==> src/rtl/ps2_arrow_keys_if.sv <==
// PS/2 pin inputs and decoded arrow-key / debug byte outputs as one bundle.
// Pure wiring, no latency of its own.
// No backpressure: the pins free-run and the outputs are level/pulse signals.
interface ps2_arrow_keys_if;
    logic       ps2_clk;
    logic       ps2_data;
    logic [3:0] keyboard_keys;
    logic       byte_valid;
    logic [7:0] scan_byte;
    logic       frame_error;

    // Side that drives the PS/2 pins and observes the decoded outputs
    modport master (
        output ps2_clk,
        output ps2_data,
        input  keyboard_keys,
        input  byte_valid,
        input  scan_byte,
        input  frame_error
    );

    // The receiver/decoder itself
    modport slave (
        input  ps2_clk,
        input  ps2_data,
        output keyboard_keys,
        output byte_valid,
        output scan_byte,
        output frame_error
    );
endinterface

==> src/rtl/ps2_arrow_keys.sv <==
// PS/2 frame receiver plus E0-prefixed arrow make/break decoder driving a held-key vector.
// Latency: pin edge to flagged edge 2-3 clk; byte_valid/frame_error at N+1, keyboard_keys at N+2.
// No backpressure: the keyboard cannot be stalled, every frame is consumed as it arrives.
module ps2_arrow_keys #(
    parameter int TIMEOUT_CYCLES = 50000
) (
    input  logic          clk,
    input  logic          reset,
    ps2_arrow_keys_if.slave bus
);

    localparam int TW = $clog2(TIMEOUT_CYCLES + 1);

    localparam logic [7:0] C_E0    = 8'hE0;
    localparam logic [7:0] C_F0    = 8'hF0;
    localparam logic [7:0] C_UP    = 8'h75;
    localparam logic [7:0] C_DOWN  = 8'h72;
    localparam logic [7:0] C_RIGHT = 8'h74;
    localparam logic [7:0] C_LEFT  = 8'h6B;

    typedef enum logic [1:0] {
        S_IDLE,
        S_E0,
        S_F0,
        S_E0_F0
    } state_t;

    logic          r_clk_s1;
    logic          r_clk_s2;
    logic          r_clk_d;
    logic          r_dat_s1;
    logic          r_dat_s2;

    logic [3:0]    r_bit_cnt;
    logic [9:0]    r_frame;
    logic [TW-1:0] r_to_cnt;
    logic          r_byte_valid;
    logic          r_frame_error;
    logic [7:0]    r_scan_byte;

    state_t        r_state;
    logic [3:0]    r_keys;

    logic          w_fall;
    logic          w_frame_ok;
    logic [3:0]    w_mask;

    // Falling edge of the synchronized PS/2 clock; data is sampled in this cycle
    assign w_fall = r_clk_d & ~r_clk_s2;

    // Start bit low, odd parity over data+parity, stop bit (the sample being taken now) high
    assign w_frame_ok = ~r_frame[0] & (^r_frame[9:1]) & r_dat_s2;

    // Arrow code to key-vector bit; non-arrow bytes map to an empty mask
    always_comb begin
        w_mask = 4'b0000;
        case (r_scan_byte)
            C_UP:    w_mask = 4'b0001;
            C_DOWN:  w_mask = 4'b0010;
            C_RIGHT: w_mask = 4'b0100;
            C_LEFT:  w_mask = 4'b1000;
            default: w_mask = 4'b0000;
        endcase
    end

    // Two-flop synchronizers on both pins plus the delayed clock for edge detection
    always_ff @(posedge clk or posedge reset) begin
        if (reset) begin
            r_clk_s1 <= 1'b0;
            r_clk_s2 <= 1'b0;
            r_clk_d  <= 1'b0;
            r_dat_s1 <= 1'b0;
            r_dat_s2 <= 1'b0;
        end else begin
            r_clk_s1 <= bus.ps2_clk;
            r_clk_s2 <= r_clk_s1;
            r_clk_d  <= r_clk_s2;
            r_dat_s1 <= bus.ps2_data;
            r_dat_s2 <= r_dat_s1;
        end
    end

    // Frame receiver: shift in 11 bits, check on the stop bit, drop stalled partial frames
    always_ff @(posedge clk or posedge reset) begin
        if (reset) begin
            r_bit_cnt     <= 4'd0;
            r_frame       <= 10'd0;
            r_to_cnt      <= '0;
            r_byte_valid  <= 1'b0;
            r_frame_error <= 1'b0;
            r_scan_byte   <= 8'h00;
        end else begin
            r_byte_valid  <= 1'b0;
            r_frame_error <= 1'b0;
            if (w_fall) begin
                r_to_cnt <= '0;
                if (r_bit_cnt == 4'd10) begin
                    r_bit_cnt <= 4'd0;
                    if (w_frame_ok) begin
                        r_scan_byte  <= r_frame[8:1];
                        r_byte_valid <= 1'b1;
                    end else begin
                        r_frame_error <= 1'b1;
                    end
                end else begin
                    r_frame[r_bit_cnt] <= r_dat_s2;
                    r_bit_cnt          <= r_bit_cnt + 4'd1;
                end
            end else if (r_bit_cnt != 4'd0) begin
                // A keyboard that stops mid-frame must not misalign the next frame
                if (r_to_cnt == TW'(TIMEOUT_CYCLES - 1)) begin
                    r_bit_cnt <= 4'd0;
                    r_to_cnt  <= '0;
                end else begin
                    r_to_cnt <= r_to_cnt + TW'(1);
                end
            end else begin
                r_to_cnt <= '0;
            end
        end
    end

    // Make/break decoder: only E0-prefixed arrow codes touch the key vector
    always_ff @(posedge clk or posedge reset) begin
        if (reset) begin
            r_state <= S_IDLE;
            r_keys  <= 4'b0000;
        end else if (r_frame_error) begin
            // A corrupted byte poisons whatever sequence was in flight
            r_state <= S_IDLE;
        end else if (r_byte_valid) begin
            case (r_state)
                S_IDLE: begin
                    if (r_scan_byte == C_E0)      r_state <= S_E0;
                    else if (r_scan_byte == C_F0) r_state <= S_F0;
                    else                          r_state <= S_IDLE;
                end
                S_E0: begin
                    if (r_scan_byte == C_F0) begin
                        r_state <= S_E0_F0;
                    end else begin
                        r_keys  <= r_keys | w_mask;
                        r_state <= S_IDLE;
                    end
                end
                S_E0_F0: begin
                    r_keys  <= r_keys & ~w_mask;
                    r_state <= S_IDLE;
                end
                S_F0: begin
                    r_state <= S_IDLE;
                end
                default: begin
                    r_state <= S_IDLE;
                end
            endcase
        end
    end

    assign bus.keyboard_keys = r_keys;
    assign bus.byte_valid    = r_byte_valid;
    assign bus.scan_byte     = r_scan_byte;
    assign bus.frame_error   = r_frame_error;

endmodule

==> src/flat_wrapper.sv <==
// flat-port wrapper written by rule: the top's interface ports become plain ports
module ps2_arrow_keys_flat 
#(
    parameter int TIMEOUT_CYCLES = 50000
)
  (clk, reset, bus_ps2_clk, bus_ps2_data, bus_keyboard_keys, bus_byte_valid, bus_scan_byte, bus_frame_error);
  ps2_arrow_keys_if bus_i ();
  input  logic clk;
  input  logic reset;
  input wire logic [$bits(bus_i.ps2_clk)-1:0] bus_ps2_clk;
  input wire logic [$bits(bus_i.ps2_data)-1:0] bus_ps2_data;
  output wire logic [$bits(bus_i.keyboard_keys)-1:0] bus_keyboard_keys;
  output wire logic [$bits(bus_i.byte_valid)-1:0] bus_byte_valid;
  output wire logic [$bits(bus_i.scan_byte)-1:0] bus_scan_byte;
  output wire logic [$bits(bus_i.frame_error)-1:0] bus_frame_error;
  assign bus_i.ps2_clk = bus_ps2_clk;
  assign bus_i.ps2_data = bus_ps2_data;
  assign bus_keyboard_keys = bus_i.keyboard_keys;
  assign bus_byte_valid = bus_i.byte_valid;
  assign bus_scan_byte = bus_i.scan_byte;
  assign bus_frame_error = bus_i.frame_error;
  ps2_arrow_keys #(.TIMEOUT_CYCLES(TIMEOUT_CYCLES)) u_core (.clk(clk), .reset(reset), .bus(bus_i));
endmodule
==> config.mk <==
export PLATFORM = sky130hd
export DESIGN_NAME = ps2_arrow_keys_flat
export DESIGN_NICKNAME = d
export VERILOG_FILES = /design/src/rtl/ps2_arrow_keys_if.sv /design/src/rtl/ps2_arrow_keys.sv /design/src/flat_wrapper.sv
export SDC_FILE = /design/constraint.sdc
export NUM_CORES = 1
export LEC_CHECK = 0
export ABC_CLOCK_PERIOD_IN_PS = 1690
export CAP_MARGIN = 20
export CORE_AREA = 2 2 71 73
export CTS_CLUSTER_SIZE = 30
export DETAILED_ROUTE_END_ITERATION = 16
export DIE_AREA = 0 0 73 75
export GPL_ROUTABILITY_DRIVEN = 0
export PLACE_DENSITY = 0.78
export RECOVER_POWER = 50
export SLEW_MARGIN = 20
export SYNTH_ARGS = -nofsm -noshare
export SYNTH_HDL_FRONTEND = slang
export SYNTH_SLANG_ARGS = --single-unit
==> constraint.sdc <==
create_clock -name clk -period 1.69 [get_ports clk]
set_clock_uncertainty 0.05 [all_clocks]
set_input_delay 0.507 -clock clk [delete_from_list [all_inputs] [get_ports clk]]
set_output_delay 0.507 -clock clk [all_outputs]
set_load 0.05 [all_outputs]
* After elaboration in Yosys (flattened, before gate mapping)
Cells that the tools add are included.
** Storage, ports and cells
- Register bits :: 51
- Word-level logic and storage cells :: 77
- Input port bits :: 4
** Operators by class
- Order comparisons :: 2
- Bitwise operators :: 10
- Add/subtract/negate cells :: 2
- Equality and inequality tests :: 12
- Reductions and logical operators :: 13
- Multiplexer cells :: 25
** Operators by type and width (number)
- $mux W16 :: 3
- $eq A8 B7 Y1 const B :: 4
- $mux W4 :: 5
- $add A16 B1 Y16 const B :: 1
- $eq A16 B16 Y1 const B :: 1
- $eq A8 B8 Y1 const B :: 2
- $pmux W4 S4 :: 1
- $bwmux W10 :: 1
- $mux W2 :: 5
- $reduce_xor A9 Y1 :: 1
- $pmux W4 S2 :: 1
- $reduce_bool A2 Y1 :: 4
- $mux W1 :: 7
- $pmux W2 S3 :: 1
- $lt A4 B5 Y1 const B :: 1
- $add A4 B1 Y4 const B :: 1
- $and A4 B4 Y4 :: 1
- $demux W1 S4 :: 1
- $eq A2 B2 Y1 const B :: 2
- $eq A4 B4 Y1 const B :: 1
- $ge A4 B1 Y1 const B :: 1
- $not A1 Y1 :: 4
- $not A4 Y4 :: 1
- $or A4 B4 Y4 :: 1
- 10 further kinds :: 13

* Longest topological paths before layout
- Word-level depth :: 6
- Gate-level depth with buffers :: 7

* Least setup slack after synthesis
OpenSTA, ideal clock, no wires.
- Path type :: flip-flop to flip-flop
- Start point :: reg u_core.r_byte_valid (netlist: u_core.bus.byte_valid)
- End point :: reg (tool-made name)
- Path buffers :: 0
- Slack :: -0.272 ns
- Setup time :: 0.125 ns
- Clock period less this slack :: 1.962 ns
- Arrival time :: 1.787 ns
- Stages on the path, launching flop included :: 5
- Data required time :: 1.515 ns
- Cells stage by stage :: dfrtp_1 nor4bb_1 nand3_1 nor4_1 mux2_2
** RTL lines
- start, declared :: line ps2_arrow_keys.sv:37 : logic r_byte_valid;
- start signal, assigned :: line ps2_arrow_keys.sv:89 : r_byte_valid <= 1'b0;
- start signal, assigned :: line ps2_arrow_keys.sv:93 : r_byte_valid <= 1'b0;
- start signal, assigned :: line ps2_arrow_keys.sv:101 : r_byte_valid <= 1'b1;

* Final worst setup path
- Start point :: reg u_core.r_frame[4]
- End point :: reg u_core.r_scan_byte[7] (netlist: u_core.bus.scan_byte[7])
** Between the ends
- Cells in the longest elaborated chain, start to end :: 4
** Ends and longest elaborated chain
- start, declared :: line ps2_arrow_keys.sv:35 : logic [9:0] r_frame;
- start signal, assigned by index :: line ps2_arrow_keys.sv:106 : r_frame[r_bit_cnt] <= r_dat_s2;
- $reduce_xor A9 Y1 :: line ps2_arrow_keys.sv:52 : assign w_frame_ok = ~r_frame[0] & (^r_frame[9:1]) & r_dat_s2;
- $and A1 B1 Y1 (2 in a row) :: line ps2_arrow_keys.sv:52
- $reduce_and A3 Y1 (no line)
- end signal, assigned :: line ps2_arrow_keys.sv:100 : r_scan_byte <= r_frame[8:1];
- end, declared :: line ps2_arrow_keys.sv:39 : logic [7:0] r_scan_byte;
Every way passes these cells.
A chain may end at the register's enable or synchronous reset.

==> results.cfg <==
[status]
status = finished with violations
failed_checks = negative setup slack

[floorplan]
core_area_um2 = 4660
die_width_um = 73
rows = 25
initial_core_util_pct = 51.5
dieArea_um2 = 5480
die_h_um = 75
ios = 18

[setup_path]
cp-end-kind = flip-flop
crit_type = reg -> reg
crit_fanout = 8
cp-start-kind = flip-flop
worstPathArrival_ns = 2.04
critPathRequiredTime_ns = 1.83

[synth]
synth_nets = 223
synth_top_area_share_pct = 53.1
seq_area_frac_synth_pct = 53.1
yosys_most_used_dff = dfrtp_1
yosysUniqueCellTypes = 40
syn_inst = 218
avgSynthCellArea_um2 = 11.0
synth_area_um2 = 2400
synth_top_area_cell = dfrtp_1
async_flop_share_pct = 100
synth.area.top_cells = dfrtp_1 (53%), mux2_2 (8.9%), nand2_1 (3.1%), nor2_1 (2.7%), xnor2_1 (2.6%)
synth.most_common_cell = dfrtp_1
ys_ff_latch = 51
synthTopCellsByCount = dfrtp_1 (51), nand2_1 (20), mux2_2 (19), nor2_1 (17), o21ai_0 (12)
yosys_warnings = 0
synth_enable_flop_cells = 0

[timing]
fin_ws_ns = -0.211
setup_tns_ns = -1.74
maxSlewViolCount = 0
min_period_ns = 1.90
final-hold-violation-count = 0
period_share_pct = 112
grt_setup_unrepaired = true
setup_viol = 9
worstMarginPinSlew_ns = 0.680
max_freq_ghz = 0.526
maxSlewHeadroom_pct = 54.7

[clock_tree]
clock-sinks = 51
hold_buffers = 0
cts-buffers-inserted = 5
clk_latency_ns = 0.31
cts_root_buf = clkbuf_8
cts_tree = done
cts-htree-levels = 2
clk_path_buf_depth = 2
clkSlewWorstSetupHoldPaths_ns = 0.09

[placement]
port-buffer-count = 17
postPlaceCellArea_um2 = 3030
dp_hpwl_mm = 3.31
pre_cts_ws_ns = -0.255

[grt]
grt_pass1_vias = 1722
grt_pass1_wl_mm = 7.74
grt_overflow_total = 0
track_usage_pct = 18.9
antenna_found_initial = 0
grt_max_degree = 52

[power]
p_sw_share_pct = 30.6
combPwrFrac_pct = 40.6
power_switching_mw = 1.23
pwr-share-clk_pct = 20.9
ir_drop_uv = 939
power_density_nw_per_um2 = 1230
internal_power_mw = 2.79
p_leak_nw = 1.44
p_seq_share_pct = 38.5
fin_total_pwr_mw = 4.02

[route]
vias = 1798
drt-pass1-iter-count = 6
drc = 0
final_antenna_net_count = 0
viasPerCell = 5.50
routed_wl_mm = 4.71
drt_iter0_markers = 88
routedWlPerCell_um = 14.4

[worst_hold_path]
hp-class = reg -> reg

[job]
maxCapViolCount = 0

[cells_and_area]
multi_input_area_um2 = 1190
final_util_pct = 70.1
area_growth_pct = 36.0
antennaDiodeCount = 0
regArea_um2 = 1280
layout-drive-gt1-share_pct = 35.2
nNetsFinal = 277
fill_cells = 316
fin_area_um2 = 3270
registers in the layout (all words and copies together) (netlist names), 2 cells and up, named ones only:
signal / flops
u_core.r_to_cnt: 16
u_core.r_frame: 10
u_core.bus.scan_byte: 8
u_core.r_bit_cnt: 4
u_core.r_state: 2
power by group through the flow:
| stage | clock network, mW | registers [mW] | logic, mW |
|---|---|---|---|
| 4_1_cts | 0.859 | 1.54 | 1.50 |
| 5_1_grt | 0.918 | 1.57 | 1.78 |
| 2_1_floorplan | 0 | 1.58 | 0.933 |
| 3_3_place_gp | 0 | 1.55 | 1.45 |
| 6_report | 0.839 | 1.55 | 1.63 |
| 3_5_place_dp | 0 | 1.57 | 1.49 |
layout by cell type (no fill, tap or decap), types with 2 or more instances in the layout:
cell | netlist | layout
nor3_1 | 5 | 3
or3_1 | 4 | 4
buf_12 | 0 | 15
nor3_2 | 0 | 2
dlygate4sd3_1 | 0 | 3
mux2_4 | 0 | 11
nand2b_1 | 5 | 5
nand2_1 | 20 | 20
xor2_1 | 7 | 7
mux2_2 | 19 | 8
dfrtp_2 | 0 | 3
a21oi_1 | 8 | 8
nor2_1 | 17 | 17
buf_4 | 1 | 34
nand3_1 | 9 | 8
clkbuf_8 | 0 | 5
inv_1 | 6 | 5
nand4_1 | 8 | 8
and3_1 | 3 | 2
and4_1 | 2 | 2
o21ai_0 | 12 | 12
xnor2_1 | 7 | 6
dfrtp_1 | 51 | 48
nor2b_1 | 5 | 5
and2_1 | 2 | 2
cell type report:
type / instances / area share (%)
multi-input cells: 155 / 36.3
repair buffers: 53 / 18.2
flip-flops and latches: 51 / 39.2
clock buffers: 5 / 2.11
well taps: 54 / 2.07
clock inverters: 3 / 1.34
inverters: 6 / 0.804
path summary, 6_finish.rpt:
kind / slack (ns) / endpoint / from / cells past startpoint
max: -0.21 / u_core.bus.scan_byte[7]$_DFFE_PP0P_ / u_core.r_frame[4]$_DFFE_PP0P_ / 5
min: 0.31 / u_core.r_clk_s2$_DFF_PP0_ / u_core.r_clk_s1$_DFF_PP0_ / 0
max reg2reg: -0.21 / u_core.bus.scan_byte[7]$_DFFE_PP0P_ / u_core.r_frame[4]$_DFFE_PP0P_ / 5
min reg2reg: 0.31 / u_core.r_clk_s2$_DFF_PP0_ / u_core.r_clk_s1$_DFF_PP0_ / 0
max in group asynchronous: 0.25 / u_core.bus.byte_valid$_DFF_PP0_ / reset / 3
min in group asynchronous: 0.86 / u_core.r_state[1]$_DFFE_PP0P_ / reset / 3
logic make-up after synthesis:
kind of cell,share of synthesized area [%]
AOI/OAI and AO/OA,6.51
xor gates and xnor gates,7.14
adders and majority gates,0.521
buffers and inverters,2.40
DFF,53.1
muxes,9.84
and+or+nand+nor,20.5
metal layers:
layer	part of all wire, %	up-vias	GRT usage, %
met5	0	-	0
met4	2.4	0	8.85
met3	2.7	11	4.42
met2	53	40	32.0
met1	42	867	22.8
li1	-	880	-
through the flow:
stage | hold WS, ns | instances
2_1_floorplan | 0.281 | 218
3_3_place_gp | 0.289 | 316
3_5_place_dp | 0.290 | 316
4_1_cts | 0.311 | 325
5_1_grt | 0.325 | 327
6_report | 0.310 | 327
critical path, cell delays in order (launching register included):
cell and delay, ns:
dfrtp_1 0.41, xnor3_4 0.44, nand4b_1 0.23, mux2i_4 0.20, buf_12 0.16, mux2_4 0.29
timing repair:
| action | 4_1_cts | 5_1_grt |
|---|---|---|
| pin swaps | 1 | 3 |
| endpoints found under the setup margin | 11 | 32 |
| gates resized for setup | 9 | 13 |
| cloned | 0 | 0 |
| setup buffers | 1 | 2 |
No activity file was read; power rests on OpenSTA's default activity.
